### src/rtl/axil_regfile.sv
// AXI4-Lite slave register file: NUM_REGS byte-writable registers.
// Each register's contents are also exported in parallel on o_regs.
module axil_regfile #(
    parameter int unsigned C_S_AXI_DATA_WIDTH = 32,
    parameter int unsigned C_S_AXI_ADDR_WIDTH = 7,
    parameter int unsigned NUM_REGS           = 24
) (
    input  logic                                   S_AXI_ACLK,
    input  logic                                   S_AXI_ARESETN,
    input  logic                                   S_AXI_AWVALID,
    output logic                                   S_AXI_AWREADY,
    input  logic [C_S_AXI_ADDR_WIDTH-1:0]          S_AXI_AWADDR,
    input  logic [2:0]                             S_AXI_AWPROT,
    input  logic                                   S_AXI_WVALID,
    output logic                                   S_AXI_WREADY,
    input  logic [C_S_AXI_DATA_WIDTH-1:0]          S_AXI_WDATA,
    input  logic [C_S_AXI_DATA_WIDTH/8-1:0]        S_AXI_WSTRB,
    output logic                                   S_AXI_BVALID,
    input  logic                                   S_AXI_BREADY,
    output logic [1:0]                             S_AXI_BRESP,
    input  logic                                   S_AXI_ARVALID,
    output logic                                   S_AXI_ARREADY,
    input  logic [C_S_AXI_ADDR_WIDTH-1:0]          S_AXI_ARADDR,
    input  logic [2:0]                             S_AXI_ARPROT,
    output logic                                   S_AXI_RVALID,
    input  logic                                   S_AXI_RREADY,
    output logic [C_S_AXI_DATA_WIDTH-1:0]          S_AXI_RDATA,
    output logic [1:0]                             S_AXI_RRESP,
    output logic [NUM_REGS*C_S_AXI_DATA_WIDTH-1:0] o_regs
);

    localparam int unsigned DW       = C_S_AXI_DATA_WIDTH;
    localparam int unsigned SW       = DW / 8;
    localparam int unsigned ADDR_LSB = $clog2(SW);
    localparam int unsigned IDX_W    = C_S_AXI_ADDR_WIDTH - ADDR_LSB;
    localparam int unsigned IW       = $clog2(NUM_REGS * DW);

    logic              aw_full_q;
    logic              w_full_q;
    logic [IDX_W-1:0]  aw_idx_q;
    logic [DW-1:0]     w_data_q;
    logic [SW-1:0]     w_strb_q;

    logic              aw_hs_c;
    logic              w_hs_c;
    logic              ar_hs_c;
    logic              commit_c;
    logic              wr_hit_c;
    logic              rd_hit_c;
    logic              aw_full_n_c;
    logic              w_full_n_c;
    logic              rvalid_n_c;
    logic [IDX_W-1:0]  ar_idx_c;
    logic [IW-1:0]     wr_base_c;
    logic [IW-1:0]     rd_base_c;
    logic [DW-1:0]     wmask_c;
    logic [DW-1:0]     merged_c;

    // Protection bits and sub-word address bits carry no meaning here.
    logic unused_ok;
    assign unused_ok = ^{S_AXI_AWPROT, S_AXI_ARPROT,
                         S_AXI_AWADDR[ADDR_LSB-1:0], S_AXI_ARADDR[ADDR_LSB-1:0]};

    for (genvar b = 0; b < SW; b++) begin : g_mask
        assign wmask_c[8*b +: 8] = {8{w_strb_q[b]}};
    end

    // Handshakes, commit decision and next buffer/valid state.
    always_comb begin
        aw_hs_c     = S_AXI_AWVALID && S_AXI_AWREADY;
        w_hs_c      = S_AXI_WVALID && S_AXI_WREADY;
        ar_hs_c     = S_AXI_ARVALID && S_AXI_ARREADY;
        commit_c    = aw_full_q && w_full_q && (!S_AXI_BVALID || S_AXI_BREADY);
        ar_idx_c    = S_AXI_ARADDR[C_S_AXI_ADDR_WIDTH-1:ADDR_LSB];
        wr_hit_c    = 32'(aw_idx_q) < NUM_REGS;
        rd_hit_c    = 32'(ar_idx_c) < NUM_REGS;
        wr_base_c   = IW'(32'(aw_idx_q) * DW);
        rd_base_c   = IW'(32'(ar_idx_c) * DW);
        merged_c    = (o_regs[wr_base_c +: DW] & ~wmask_c) | (w_data_q & wmask_c);
        aw_full_n_c = commit_c ? 1'b0 : (aw_full_q || aw_hs_c);
        w_full_n_c  = commit_c ? 1'b0 : (w_full_q || w_hs_c);
        rvalid_n_c  = ar_hs_c || (S_AXI_RVALID && !S_AXI_RREADY);
    end

    always_ff @(posedge S_AXI_ACLK or negedge S_AXI_ARESETN) begin
        if (!S_AXI_ARESETN) begin
            aw_full_q     <= 1'b0;
            w_full_q      <= 1'b0;
            aw_idx_q      <= '0;
            w_data_q      <= '0;
            w_strb_q      <= '0;
            S_AXI_AWREADY <= 1'b0;
            S_AXI_WREADY  <= 1'b0;
            S_AXI_BVALID  <= 1'b0;
            S_AXI_BRESP   <= 2'b00;
            S_AXI_ARREADY <= 1'b0;
            S_AXI_RVALID  <= 1'b0;
            S_AXI_RDATA   <= '0;
            S_AXI_RRESP   <= 2'b00;
            o_regs        <= '0;
        end else begin
            aw_full_q     <= aw_full_n_c;
            w_full_q      <= w_full_n_c;
            S_AXI_AWREADY <= !aw_full_n_c;
            S_AXI_WREADY  <= !w_full_n_c;
            S_AXI_RVALID  <= rvalid_n_c;
            S_AXI_ARREADY <= !rvalid_n_c;

            if (aw_hs_c) begin
                aw_idx_q <= S_AXI_AWADDR[C_S_AXI_ADDR_WIDTH-1:ADDR_LSB];
            end
            if (w_hs_c) begin
                w_data_q <= S_AXI_WDATA;
                w_strb_q <= S_AXI_WSTRB;
            end

            // A commit on a BREADY edge re-arms BVALID for the new response.
            if (commit_c) begin
                S_AXI_BVALID <= 1'b1;
                S_AXI_BRESP  <= wr_hit_c ? 2'b00 : 2'b10;
                if (wr_hit_c) begin
                    o_regs[wr_base_c +: DW] <= merged_c;
                end
            end else if (S_AXI_BREADY) begin
                S_AXI_BVALID <= 1'b0;
            end

            if (ar_hs_c) begin
                S_AXI_RDATA <= rd_hit_c ? o_regs[rd_base_c +: DW] : '0;
                S_AXI_RRESP <= rd_hit_c ? 2'b00 : 2'b10;
            end
        end
    end

endmodule
### config.mk
export PLATFORM = sky130hd
export DESIGN_NAME = axil_regfile
export DESIGN_NICKNAME = d
export VERILOG_FILES = /design/src/rtl/axil_regfile.sv
export SDC_FILE = /design/constraint.sdc
export NUM_CORES = 2
export LEC_CHECK = 0
export CORE_AREA = 2 2 341 343
export DETAILED_ROUTE_END_ITERATION = 8
export DIE_AREA = 0 0 343 345
export PLACE_DENSITY = 0.76
export REMOVE_ABC_BUFFERS = 1
export SLEW_MARGIN = 20
export SYNTH_ARGS = -nofsm -noshare
export SYNTH_HDL_FRONTEND = slang
export SYNTH_SLANG_ARGS = --single-unit
### constraint.sdc
create_clock -name S_AXI_ACLK -period 8.9 [get_ports S_AXI_ACLK]
set_clock_uncertainty 0.2 [all_clocks]
set_input_delay 1.335 -clock S_AXI_ACLK [delete_from_list [all_inputs] [get_ports S_AXI_ACLK]]
set_output_delay 1.335 -clock S_AXI_ACLK [all_outputs]
set_load 0.02 [all_outputs]
[Yosys cells after proc, flatten, opt, wreduce, memory -nomap -nowiden]
Index checks and enable logic that the tools add are counted.
Word-level totals
  bits in latches: 0
  input bits: 63
  output and inout bits: 809
  logic and storage cells: 50
  bits in registers: 852
  memories: 0
  ROM bits: 0
  memory bits (writable): 0
Operators by class
  mux-type cells: 8
  reduce and logical (&&, ||, !) cells: 17
  order comparisons: 2
  shift operators: 4
  multipliers: 0
  bitwise logic cells: 4
  equality and inequality tests: 0
  add/sub/neg operators: 1
  divide/modulo/power cells: 0
Operators by type and width (count)
  $shiftx 768x11->32: 2
  $bwmux 768: 1
  $shift 32x12->768 const A: 1
  $shiftx 32x12->768: 1
  $and 32x32->32: 2
  $mux 32: 1
  $not 32->32: 1
  $or 32x32->32: 1
  $neg 10->12: 1
  $lt 5x5->1 const B: 2
  $logic_and 1x1->1: 6
  $logic_not 1->1: 5
  $logic_or 1x1->1: 4
  $mux 1: 4
  $mux 2: 2
  $reduce_and 2->1: 1
  $reduce_bool 2->1: 1

[Logic depth before layout (Yosys ltp)]
  depth after elaboration: 5
  gate-level depth with buffers: 12
  depth with buffers taken out: 7

[Worst setup path before layout]
Ideal clock, no wire load.
  path type: input port to flip-flop
  start: in S_AXI_ARADDR[2]
  end: reg S_AXI_RDATA[0]
  cell stages on the path: 7
  setup slack: 5607 ps
  path buffers: 3
  data arrival time: 2955 ps
  library setup time: 137 ps
  required time: 8563 ps
  path through: clkbuf_1 > clkbuf_1 > buf_2 > mux4_2 > mux2_2 > a21oi_1 > a21oi_1
Between the ends
  longest elaborated chain between the ends: 2
  elaborated cells between the ends (all ways): 3
  those cells by class: order compare: 1; shift: 1; mux: 1
RTL lines
  from (decl): RTL line 23  | input logic [C_S_AXI_ADDR_WIDTH-1:0] S_AXI_ARADDR,
  $shiftx 768x11->32 or $lt 5x5->1 (tied branches): RTL line 129, 76
  $mux 32 (*): RTL line 129  | S_AXI_RDATA <= rd_hit_c ? o_regs[rd_base_c +: DW] : '0;
  to (signal assigned): RTL line 129
  to (decl): RTL line 27  | output logic [C_S_AXI_DATA_WIDTH-1:0] S_AXI_RDATA,
Mark *: on every way between the ends. The rest lies on a longest branch, timed or not.
A chain may end at the register's enable or synchronous reset.

[Worst setup path in the final report]
  start: reg aw_idx_q[0]
  end: reg o_regs[229]
Between the ends
  longest elaborated chain between the ends: 5
  elaborated cells between the ends (all ways): 9
  those cells by class: add/sub: 1; order compare: 1; shift: 3; mux: 1; bitwise: 2; reduce/logical: 1
RTL lines
  from (decl): RTL line 40  | logic [IDX_W-1:0] aw_idx_q;
  from (signal assigned): RTL line 110  | aw_idx_q <= S_AXI_AWADDR[C_S_AXI_ADDR_WIDTH-1:ADDR_LSB];
  $shiftx 768x11->32: RTL line 79  | merged_c = (o_regs[wr_base_c +: DW] & ~wmask_c) | (w_data_q & wmask_c);
  $and 32x32->32: RTL line 79
  $or 32x32->32: RTL line 79
  $shiftx 32x12->768: RTL line 122  | o_regs[wr_base_c +: DW] <= merged_c;
  $bwmux 768: RTL line 122
  to (signal, indexed assignment): RTL line 122
  to (decl): RTL line 29  | output logic [NUM_REGS*C_S_AXI_DATA_WIDTH-1:0] o_regs
Several ways; a longest one is shown, not always the timed one.

==> run_results.csv <==
group,metric,value,unit
floorplanning,ios,872,
logic_synthesis,synth.avg_cell_area,10.8,um^2
pwr,cellLeakagePower,0.0239,uW
logic_synthesis,syn-instance-count,4313,
sta,period_minus_slack,4.97,ns
worst_hold_path,startpoint_of_the_tightest_hold_check_path,"S_AXI_RRESP[1]",
routing,drt_first_pass_iters,6,
sta,setup_violations,0,
floorplanning,initial_utilization,0.404,
floorplanning,die_y,345,um
pwr,share_comb_of_total_power,0.505,
clocking,clockBufferDepth,3,
setup_path,cp-start-kind,"flop",
logic_synthesis,async_sr_flop_fraction,1.00,
pwr,power.switching,10300,uW
cells_and_area,multiInputGateArea,0.0227,mm^2
routing,vias_per_cell,6.76,
sta,max_freq,201,MHz
setup_path,critical_path.startpoint,"aw_idx_q[0]",
setup_path,worst_ep_arrival_time,5.27,ns
place,minimum_setup_slack_after_placement,4.09,ns
global_route,grt_util_all_layers,0.347,
floorplanning,floorplan.rows,125,
setup_path,crit_path_cell_trace,"buf_12 > buf_4 > mux2i_1 > a22oi_1 > a31oi_1 > and3_1 > o32ai_1",
logic_synthesis,synthAdderAreaFrac,0.00108,
worst_hold_path,worst_hold_path_type,"reg2reg",
logic_synthesis,post_synth_main_area_contributors,"dfrtp_1 (46%), o31ai_1 (11%), mux4_2 (9.3%), mux2i_1 (8.3%), nand2_1 (6.6%)",
setup_path,setup.worst_path.class,"reg2reg",
clocking,cts_made_buffers,93,
setup_path,r2r_cells,7,
setup_path,regToRegSetupSlack,3.93,ns
global_route,first_global_vias,41700,
routing,remaining_drc_errors,0,
sta,final-max-slew-violation-count,0,
sta,postLayoutSetupSlackWorst,3.93,ns
place,port-buffer-count,859,
logic_synthesis,synth-edff-count,0,
clocking,clock_latency,0.68,ns
cells_and_area,area_delta_synth_final,26.4,%
pwr,worst_ir_drop_vdd,0.382,mV
sta,max_slew_headroom_at_the_worst_pin,0.199,
sta,grt_setup_unrepaired,"no",
logic_synthesis,yosys.area.top_type_share,0.457,
clocking,tritoncts_clock_tree,"done",
logic_synthesis,synth.largest_area_cell,"dfrtp_1",
pwr,cellPowerDensity,370,mW/mm^2
clocking,cts_htree_levels,3,
pwr,power.clock.fraction,0.192,
setup_path,startpoint_of_the_most_critical_register_to_register_path,"aw_idx_q[0]",
logic_synthesis,synth_compound_area_frac,0.188,
floorplanning,fp.dieArea,0.118,mm^2
cells_and_area,num-nets-final,4954,
place,gp_congestion,0.937,
worst_hold_path,hold-path-endpoint,"S_AXI_RRESP[1]",
clocking,clock_sinks,850,
setup_path,timing.rr.end,"o_regs[229]",
sta,worst-slew-pin-transition,1.20,ns
logic_synthesis,synth_top_family_by_area,"multiplexers",
routing,drtIter0Drc,6294,
routing,route.final.wire_length,212000,um
global_route,grt_remaining_overflow,0,
global_route,grt_pass1_wl,301000,um
logic_synthesis,yosys_warnings,0,
global_route,grt_start_max_net_pins,175,
clocking,post_cts_resized,0,
logic_synthesis,ys_seq_elements,850,
setup_path,worst-path-max-fanout,114,
floorplanning,chipWidth,343,um
logic_synthesis,post_synth_num_cell_types,50,
logic_synthesis,ys.flop_type,"dfrtp_1",
place,dpl.hpwl,137000,um
clocking,worst_setup_hold_path_clk_slew,0.06,ns
sta,final_min_period_over_clock_period,0.558,
cells_and_area,seq_area,0.0213,mm^2
sta,timing.final.hold_violations,0,
clocking,clock-root-buffer,"clkbuf_16",
cells_and_area,layout-drive-gt1-share,0.113,
routing,antenna_violating_nets_remaining,0,
job,maxCapViolations,0,
global_route,number_of_antenna_violations_at_the_first_check_in_global_routing,5,
clocking,hold_buffers,0,
status,run_status,"finished clean",
routing,num_vias,43900,
pwr,power.share.sequential,0.303,
pwr,power_report.internal_total,11400,uW
logic_synthesis,synth_seq_area_share,0.457,
logic_synthesis,post_synth_instance_area,0.0465,mm^2
sta,fin_worst_hold_slack,0.302,ns
pwr,swShare,0.474,
routing,routed_len_inst,32.7,um
setup_path,cp_slowest_cell,"dfrtp_4",
clocking,postCtsSetupRepairBufs,0,
setup_path,max_stage_delay,0.91,ns
logic_synthesis,synth_xor_area_frac,0,
worst_hold_path,hold-path-cell-count,2,
logic_synthesis,synth_simple_gate_area_frac,0.0989,
floorplanning,design.core.area,0.115,mm^2
logic_synthesis,muxShareOfSynthArea,0.193,
cells_and_area,fillCellCount,10100,
setup_path,setup.worst_path.end_class,"flop",
setup_path,worst-endpoint-required,9.20,ns
==> how the worst max path moves through the flow <==
stage,to,slack [ns],cells past startpoint
floorplan,o_regs[517],-8.73,6
global placement,S_AXI_RDATA[5],4.15,7
detailed placement,o_regs[229],4.09,7
CTS,o_regs[229],4.10,7
global route,o_regs[197],3.81,7
finish,o_regs[229],3.93,7
==> kinds of logic after synthesis <==
group           Yosys count
mux                     649
flops                   850
other cells               1
simple gates           1085
buf+inv                 555
fa+ha+maj                 4
compound gates         1169
==> state kept, by name (all words and copies together), names as in the netlist <==
signal         count
S_AXI_ARREADY      1
S_AXI_RVALID       1
S_AXI_AWREADY      1
S_AXI_BRESP        1
S_AXI_RDATA       32
w_data_q          32
S_AXI_BVALID       1
aw_full_q          1
w_strb_q           4
aw_idx_q           5
w_full_q           1
S_AXI_WREADY       1
o_regs           768
S_AXI_RRESP        1
==> per-stage QoR <==
step                      cells  total power, uW  utilization  TNS [ns]  area [um^2]
after floorplan            3857            13300            -  -6080.19        44000
after CTS                  6484            21400        0.510         0        58700
after detailed placement   6315            17200        0.482         0        55500
after global placement     6315            16900        0.482         0        55500
final                      6491            21700        0.510         0        58700
after global routing       6487            22400        0.510         0        58700
==> power by group through the flow <==
stage | sequential (uW) | clock (uW) | combinational [uW]
after floorplan | 7720 | 0 | 5570
after global placement | 6490 | 0 | 10500
final | 6580 | 4170 | 11000
after global routing | 6640 | 4340 | 11500
after CTS | 6470 | 4170 | 10700
after detailed placement | 6520 | 0 | 10700
==> cell usage after synthesis (7+ instances only) <==
cell type,instances
a21oi_1,96
a22oi_1,256
a31oi_1,32
and3_1,38
buf_1,12
buf_2,117
buf_4,20
buf_6,71
clkbuf_1,228
clkbuf_2,7
dfrtp_1,850
inv_1,98
mux2_2,71
mux2i_1,385
mux4_2,192
nand2_1,812
nand2b_1,36
nand3_1,83
nand4_1,13
nor2_1,43
nor2b_1,40
o31ai_1,656
o31ai_2,16
o32ai_1,90
==> worst max-delay path, delay by kind of cell, from the launching register on <==
kind | cells | cell delay, ns
AOI/OAI and AO/OA | 3 | 0.75
and+or+nand+nor | 1 | 0.90
buffers and inverters | 2 | 1.52
muxes | 1 | 0.29
DFF | 1 | 0.91
==> metal layers <==
layer	up-vias	part of all wire	GRT usage	routed length, um
li1	17400	-	-	-
met1	21500	0.34	0.431	72900
met2	3950	0.43	0.504	90500
met3	991	0.14	0.122	30700
met4	4	0.085	0.237	18000
met5	-	0.00035	0.00654	74
==> layout by cell type, fill, tap and decap left out, types with 96 or more instances in the layout <==
cell,n
nand2_1,812
clkdlybuf4s50_1,854
mux2i_1,385
o31ai_1,656
a21oi_1,96
a22oi_1,256
mux4_2,192
dfrtp_1,849
inv_1,98
clkbuf_16,96
==> area by class of cell <==
type | count | share of cell area
Sequential cell | 850 | 0.362
Tap cell | 1524 | 0.0325
Antenna cell | 6 | 0.000256
Clock inverter | 40 | 0.00963
Inverter | 98 | 0.00626
Multi-Input combinational cell | 2909 | 0.386
Timing Repair Buffer | 935 | 0.158
Clock buffer | 129 | 0.0452
Note: power is estimated with default switching activity, not from simulation.
